$ cat src/rtl/fastica_update_accum_pkg.sv
// Shared definitions for the FastICA datapath: control states, accumulator
// sizing and the signed saturation helper used by cuber, accumulator and normaliser.
package fastica_update_accum_pkg;

  typedef enum logic [1:0] {
    IDLE  = 2'd0,
    ACCUM = 2'd1,
    FINAL = 2'd2,
    OUT   = 2'd3
  } state_e;

  localparam int SAT_W = 64;

  // Product of two data words plus one bit of growth per doubling of the batch.
  function automatic int acc_width(input int data_width, input int log2_samples);
    return 2 * data_width + log2_samples;
  endfunction

  // Clamp a sign-extended value to the range of a dw-bit signed word.
  function automatic logic signed [SAT_W-1:0] sat_dw(input logic signed [SAT_W-1:0] v,
                                                     input int dw);
    logic signed [SAT_W-1:0] hi;
    logic signed [SAT_W-1:0] lo;
    hi = (64'sd1 <<< (dw - 1)) - 64'sd1;
    lo = -hi - 64'sd1;
    if (v > hi) return hi;
    if (v < lo) return lo;
    return v;
  endfunction

endpackage

$ cat src/rtl/fastica_mac_lane.sv
// One vector element: accumulates x*g over a batch, then forms
// w_new = sat(sat(mean) - 3*w) in a single registered step.
module fastica_mac_lane
  import fastica_update_accum_pkg::*;
#(
  parameter int DATA_WIDTH   = 16,
  parameter int FRAC_WIDTH   = 10,
  parameter int LOG2_SAMPLES = 8
) (
  input  logic                         clk,
  input  logic                         rst_n,
  input  logic                         clear,
  input  logic                         acc_en,
  input  logic                         final_en,
  input  logic signed [DATA_WIDTH-1:0] w_i,
  input  logic signed [DATA_WIDTH-1:0] x_i,
  input  logic signed [DATA_WIDTH-1:0] cube_i,
  output logic signed [DATA_WIDTH-1:0] w_new_o
);

  localparam int ACC_W = acc_width(DATA_WIDTH, LOG2_SAMPLES);
  localparam int SHIFT = FRAC_WIDTH + LOG2_SAMPLES;

  logic signed [2*DATA_WIDTH-1:0] prod;
  logic signed [ACC_W-1:0]        acc_q, acc_d, acc_shr;
  logic signed [DATA_WIDTH-1:0]   mean;
  logic signed [DATA_WIDTH+1:0]   three_w;
  logic signed [DATA_WIDTH+2:0]   diff;
  logic signed [DATA_WIDTH-1:0]   w_new_q, w_new_d;

  always_comb begin
    prod  = x_i * cube_i;
    acc_d = acc_q;
    if (clear) begin
      acc_d = '0;
    end else if (acc_en) begin
      acc_d = acc_q + ACC_W'(prod);
    end
    // Dividing by the sample count and removing the extra fraction in one shift.
    acc_shr = acc_q >>> SHIFT;
    mean    = DATA_WIDTH'(sat_dw(SAT_W'(acc_shr), DATA_WIDTH));
    three_w = ((DATA_WIDTH+2)'(w_i) <<< 1) + (DATA_WIDTH+2)'(w_i);
    diff    = (DATA_WIDTH+3)'(mean) - (DATA_WIDTH+3)'(three_w);
    w_new_d = w_new_q;
    if (final_en) begin
      w_new_d = DATA_WIDTH'(sat_dw(SAT_W'(diff), DATA_WIDTH));
    end
  end

  always_ff @(posedge clk) begin
    if (!rst_n) begin
      acc_q   <= '0;
      w_new_q <= '0;
    end else begin
      acc_q   <= acc_d;
      w_new_q <= w_new_d;
    end
  end

  assign w_new_o = w_new_q;

endmodule

$ cat src/rtl/fastica_update_accum.sv
// FastICA weight update: averages x*g over a batch of samples in N_DIM lanes,
// subtracts 3*w and streams the new weight vector out one element per handshake.
module fastica_update_accum
  import fastica_update_accum_pkg::*;
#(
  parameter int DATA_WIDTH   = 16,
  parameter int FRAC_WIDTH   = 10,
  parameter int N_DIM        = 4,
  parameter int LOG2_SAMPLES = 8,
  localparam int IDX_W       = (N_DIM > 1) ? $clog2(N_DIM) : 1
) (
  input  logic                        clk,
  input  logic                        rst_n,
  input  logic                        start,
  input  logic [N_DIM*DATA_WIDTH-1:0] w_in,
  input  logic                        in_valid,
  input  logic [DATA_WIDTH-1:0]       cube_in,
  input  logic [N_DIM*DATA_WIDTH-1:0] x_in,
  input  logic                        out_ready,
  output logic                        out_valid,
  output logic [DATA_WIDTH-1:0]       out_data,
  output logic [IDX_W-1:0]            out_idx,
  output logic                        busy,
  output logic                        done
);

  localparam int CNT_W = (LOG2_SAMPLES > 0) ? LOG2_SAMPLES : 1;

  state_e                      state_q, state_d;
  logic [CNT_W-1:0]            cnt_q, cnt_d;
  logic [IDX_W-1:0]            idx_q, idx_d;
  logic [N_DIM*DATA_WIDTH-1:0] w_q, w_d;
  logic                        out_valid_q, out_valid_d;
  logic                        clear, acc_en, final_en;
  logic                        hs, last_sample, last_elem;
  logic signed [DATA_WIDTH-1:0] w_new [N_DIM];

  assign hs          = out_valid_q & out_ready;
  assign last_sample = (cnt_q == CNT_W'((1 << LOG2_SAMPLES) - 1));
  assign last_elem   = (idx_q == IDX_W'(N_DIM - 1));

  always_comb begin
    state_d     = state_q;
    cnt_d       = cnt_q;
    idx_d       = idx_q;
    w_d         = w_q;
    out_valid_d = out_valid_q;
    clear       = 1'b0;
    acc_en      = 1'b0;
    final_en    = 1'b0;
    case (state_q)
      IDLE: begin
        if (start) begin
          w_d     = w_in;
          cnt_d   = '0;
          clear   = 1'b1;
          state_d = ACCUM;
        end
      end
      ACCUM: begin
        if (in_valid) begin
          acc_en = 1'b1;
          cnt_d  = cnt_q + CNT_W'(1);
          if (last_sample) state_d = FINAL;
        end
      end
      FINAL: begin
        final_en = 1'b1;
        idx_d    = '0;
        state_d  = OUT;
      end
      OUT: begin
        // out_valid trails entry to OUT by one cycle, giving the 2-cycle latency.
        out_valid_d = 1'b1;
        if (hs) begin
          if (last_elem) begin
            out_valid_d = 1'b0;
            idx_d       = '0;
            state_d     = IDLE;
          end else begin
            idx_d = idx_q + IDX_W'(1);
          end
        end
      end
      default: state_d = IDLE;
    endcase
  end

  always_ff @(posedge clk) begin
    if (!rst_n) begin
      state_q     <= IDLE;
      cnt_q       <= '0;
      idx_q       <= '0;
      w_q         <= '0;
      out_valid_q <= 1'b0;
    end else begin
      state_q     <= state_d;
      cnt_q       <= cnt_d;
      idx_q       <= idx_d;
      w_q         <= w_d;
      out_valid_q <= out_valid_d;
    end
  end

  for (genvar i = 0; i < N_DIM; i++) begin : g_lane
    fastica_mac_lane #(
      .DATA_WIDTH  (DATA_WIDTH),
      .FRAC_WIDTH  (FRAC_WIDTH),
      .LOG2_SAMPLES(LOG2_SAMPLES)
    ) u_lane (
      .clk     (clk),
      .rst_n   (rst_n),
      .clear   (clear),
      .acc_en  (acc_en),
      .final_en(final_en),
      .w_i     (w_q[i*DATA_WIDTH +: DATA_WIDTH]),
      .x_i     (x_in[i*DATA_WIDTH +: DATA_WIDTH]),
      .cube_i  (cube_in),
      .w_new_o (w_new[i])
    );
  end

  assign out_valid = out_valid_q;
  assign out_idx   = idx_q;
  assign out_data  = out_valid_q ? w_new[idx_q] : '0;
  assign busy      = (state_q != IDLE);
  assign done      = hs & last_elem;

endmodule

$ cat config.mk
export PLATFORM = sky130hd
export DESIGN_NAME = fastica_update_accum
export DESIGN_NICKNAME = d
export VERILOG_FILES = /design/src/rtl/fastica_update_accum_pkg.sv /design/src/rtl/fastica_mac_lane.sv /design/src/rtl/fastica_update_accum.sv
export SDC_FILE = /design/constraint.sdc
export NUM_CORES = 2
export LEC_CHECK = 0
export ABC_AREA = 1
export BUFFER_PORTS_ARGS = -buffer_cell sky130_fd_sc_hd__buf_2
export CORE_ASPECT_RATIO = 1.1
export CORE_UTILIZATION = 40
export CTS_CLUSTER_DIAMETER = 60
export DETAILED_ROUTE_END_ITERATION = 8
export PLACE_DENSITY = 0.58
export SETUP_SLACK_MARGIN = 0.5
export SYNTH_ARGS = -nofsm -noshare
export SYNTH_HDL_FRONTEND = slang
export SYNTH_SLANG_ARGS = --single-unit
$ cat constraint.sdc
create_clock -name clk -period 6 [get_ports clk]
set_clock_uncertainty 0.05 [all_clocks]
set_input_delay 0.3 -clock clk [delete_from_list [all_inputs] [get_ports clk]]
set_output_delay 0.3 -clock clk [all_outputs]
set_load 0.02 [all_outputs]
==> flow_results.org <==
** Status
- The flow ran to the end, but the final reports show violations.
- The final reports fail on design-rule violations.

** Synthesis
- In this run the cell area of the synthesized design comes to 68730 sq um.
- Syn Area/Cell :: 7.782 sq um
- Yosys mapped a number of flops with a built-in enable equal to 0.
- Number of synthesized register bits :: 301
- Counting every instance in the synthesized netlist gives 8832.
- Share of the yosys chip area belonging to registers :: 8.767%
- Share of async-settable or async-resettable flops after synthesis :: 0%
- The number of nets handed over by synthesis was 10900.
- Yosys printed 0 warnings.
- The most used flip-flop cell after synthesis is dfxtp_1.
- Counting distinct cell types in the post-synthesis netlist gives 50.

** Floorplan
- Placeable core region :: 170700 sq um
- Die Y :: 436.8 um
- The floorplan step defined a die boundary enclosing 173500 sq um.
- From left edge to right edge, the die measures 397.2 um.
- During I/O placement, the number of pins put on the boundary was 170.
- Site Rows :: 159
- Starting density of the core :: 40.27%

** Global routing
- Summed over all layers, the global routing overflow is 0.
- Pin count of the biggest net entering global routing :: 107
- Global-route usage over all layers :: 23.78%
- The number of global-route vias before repair is 60400.
- Number of antenna violations at the first check in global routing :: 13
- First-pass GRT wire length :: 326.0 mm

** CTS
- TritonCTS created 55 clock buffers.
- Number of levels the H-tree was split into :: 2
- TritonCTS built the clock tree.
- Counting every sink on the clock net gives 301.
- Clock edge transition at the registers on the reported setup and hold paths :: 60 ps
- Clock latency on the worst-skew pair, taken at its later pin, is 680 ps.
- Deepest clock path buffer count :: 3
- CTS Root Cell :: clkbuf_16

** Setup path
- The largest individual stage delay along the critical path comes from the cell fa_1.
- Broken down by cell family, the worst path's largest delay share belongs to adder cells.
- Worst Setup End Kind :: flop
- The number of buffers and inverters on the critical path is 12.
- For this run, the slowest stage of the critical path takes 510 ps.
- Cell depth of the worst flop-to-flop path :: 22
- The worst setup path is launched from an input port.
- Along the worst path, the maximum fanout reaches 5.
- The most critical setup path has its startpoint at cube_in[6].
- Required @ worst endpoint :: 6570 ps
- Across all register-to-register paths, the minimum setup slack is 980 ps.
- Crit Path Class :: in -> reg
- Data arrival time of the critical path :: 5970 ps
- FF-to-FF End :: g_lane[3].u_lane.acc_q[38]
- Origin of the critical flop-to-flop path :: g_lane[3].u_lane.acc_q[15]

** Final layout
- Synth-to-layout area growth :: 19.55%
- Fill cells in the final layout number 16850.
- Number of nets in the layout :: 11540
- The library cells used most frequently in the layout, excluding fill and tap cells, are inv_1, nand2_1, fa_1.
- Share of cells above drive strength 1 :: 14.90%
- Cells fill 48.14% of the core in the end.
- The library cell used most frequently in the layout, excluding fill and tap cells, is inv_1.

** Min path
- HP Start :: w_in[29]
- Worst Hold Class :: in -> reg
- WHS Endpoint :: w_q[29]
- The worst hold path passes through 3 cells.

** Drt
- Via count of the routed design :: 57420
- Starting DRC count in detailed routing :: 3420
- Initial DRT Pass Iterations :: 8
- In the routed layout, each cell is associated on average with a via count of 4.875.
- For this block, the routed nets add up to 212.9 mm of wire.
- The detail route stage leaves a number of antenna-violating nets equal to 0.
- Average routed wire per standard cell :: 18.08 um
- Final routed DRC violation total :: 3

** Timing
- For the final routed database, the setup TNS stands at 0 ps.
- Setup repair after global routing could not meet its margin everywhere.
- In this run the tightest slew margin relative to its limit is 21.77%.
- Counting I/O delays and the setup requirement, the final critical path takes 5407 ps.
- Max-slew violation count :: 0
- Total setup violations reported at the end of the flow :: 0
- The worst path meets setup with 593.3 ps of slack.
- For the pin with the worst max-slew slack, the measured transition is 1161 ps.
- Final hold analysis gives a worst-case slack of 70.97 ps.
- Tcrit/Tclk final :: 90.11%
- Static timing analysis puts the maximum clock frequency at 0.1850 GHz.
- The final number of hold-violating endpoints is 0.

** Place
- Weighted congestion reported at the end of routability-driven placement :: 0.9317
- During placement, the flow inserted port buffers numbering 169.
- OpenSTA, run right after detailed placement, puts the worst setup slack at -464.0 ps.
- HPWL after DPL :: 167.0 mm

** Flow run
- Max-capacitance violation count :: 0
==> cells by family (layout without fill, tap and decap cells) <==
group,Yosys count,after routing,share of synthesized area (%)
AOI/OAI and AO/OA,1108,1108,9.033
xor gates and xnor gates,177,177,2.255
adders and majority gates,1923,1923,50.08
buffers and inverters,2979,3663,16.38
DFF,301,301,8.767
other,0,8,0
and+or+nand+nor,2344,2344,13.49
==> what timing repair did <==
item	in CTS	in global routing
buffers inserted	0	72
endpoints found under the setup margin	9	83
endpoints found under the hold margin	55	0
pin swaps	0	106
gates cloned	1	29
gates resized for setup	12	400
hold buffers	55	0
==> worst register-to-register path: stages (launching register included) <==
cell and delay [ps]:
dfxtp_1 300, inv_1 90, fa_1 520, inv_1 50
fa_1 470, fa_1 520, fa_1 550, inv_1 50
fa_1 490, inv_1 70, ha_4 290, nand2_2 70
nor2_2 130, inv_2 70, nor2_4 100, inv_2 60
nor4_4 400, buf_4 200, nand3_2 60, a31o_2 250
nand3_1 60, nand2_1 70, inv_1 50
==> how the worst max path moves through the flow <==
stage | end | cells after the start
after floorplan | g_lane[0].u_lane.acc_q[38] | 24
after global placement | g_lane[3].u_lane.acc_q[36] | 25
after detailed placement | g_lane[3].u_lane.acc_q[36] | 24
after CTS | g_lane[3].u_lane.acc_q[36] | 24
after global routing | g_lane[1].u_lane.acc_q[39] | 29
final | g_lane[1].u_lane.acc_q[39] | 29
==> per-layer routing <==
metal / part of all wire, % / vias up / track usage [%]
met5: 0.031 / - / 0
met2: 47 / 1476 / 39.22
met1: 44 / 28630 / 32.98
li1: - / 27020 / -
met3: 6.2 / 278 / 3.240
met4: 2.7 / 12 / 5.478
==> flip-flops by register name (all words and copies together), names as in the netlist <==
name	flops
state_q	2
out_idx	2
g_lane.u_lane.w_new_o	64
w_q	64
cnt_q	8
g_lane.u_lane.acc_q	160
out_valid	1
==> final cells by class <==
cell class	count	area [sq um]	area share, %
Antenna cell	8	20.02	0.02436
Clock inverter	39	490.5	0.5969
Multi-Input combinational cell	5552	53200	64.74
Inverter	2631	9901	12.05
Tap cell	2254	2820	3.432
Sequential cell	301	6026	7.333
Timing Repair Buffer	930	8249	10.04
Clock buffer	63	1468	1.786
==> cell usage after synthesis, drive strengths merged, types with 18 or more instances <==
| cell type | instances | area share (%) |
|---|---|---|
| nand4 | 32 | 0.29 |
| o221ai | 20 | 0.25 |
| nor4 | 19 | 0.17 |
| fa | 1380 | 40 |
| clkbuf | 290 | 1.6 |
| xnor2 | 62 | 0.79 |
| a31oi | 35 | 0.32 |
| a21oi | 505 | 3.9 |
| o21bai | 33 | 0.37 |
| ha | 543 | 9.9 |
| o211ai | 32 | 0.35 |
| nand3 | 136 | 1.0 |
| or2 | 18 | 0.16 |
| nor2 | 501 | 2.7 |
| dfxtp | 301 | 8.8 |
| nand2 | 1619 | 9.0 |
| xor2 | 115 | 1.5 |
| a21o | 33 | 0.36 |
| buf | 57 | 0.39 |
| o21ai | 413 | 3.1 |
| inv | 2628 | 14 |
==> metrics by stage <==
| step | instances | instance area, sq um |
|---|---|---|
| after floorplan | 8832 | 69550 |
| after global placement | 11510 | 76600 |
| after detailed placement | 11510 | 76600 |
| after CTS | 11670 | 79180 |
| after global routing | 11770 | 82160 |
| final | 11780 | 82170 |
Power is not shown: default switching activity piles up to over one toggle a cycle in this logic, so the estimate is an artifact.
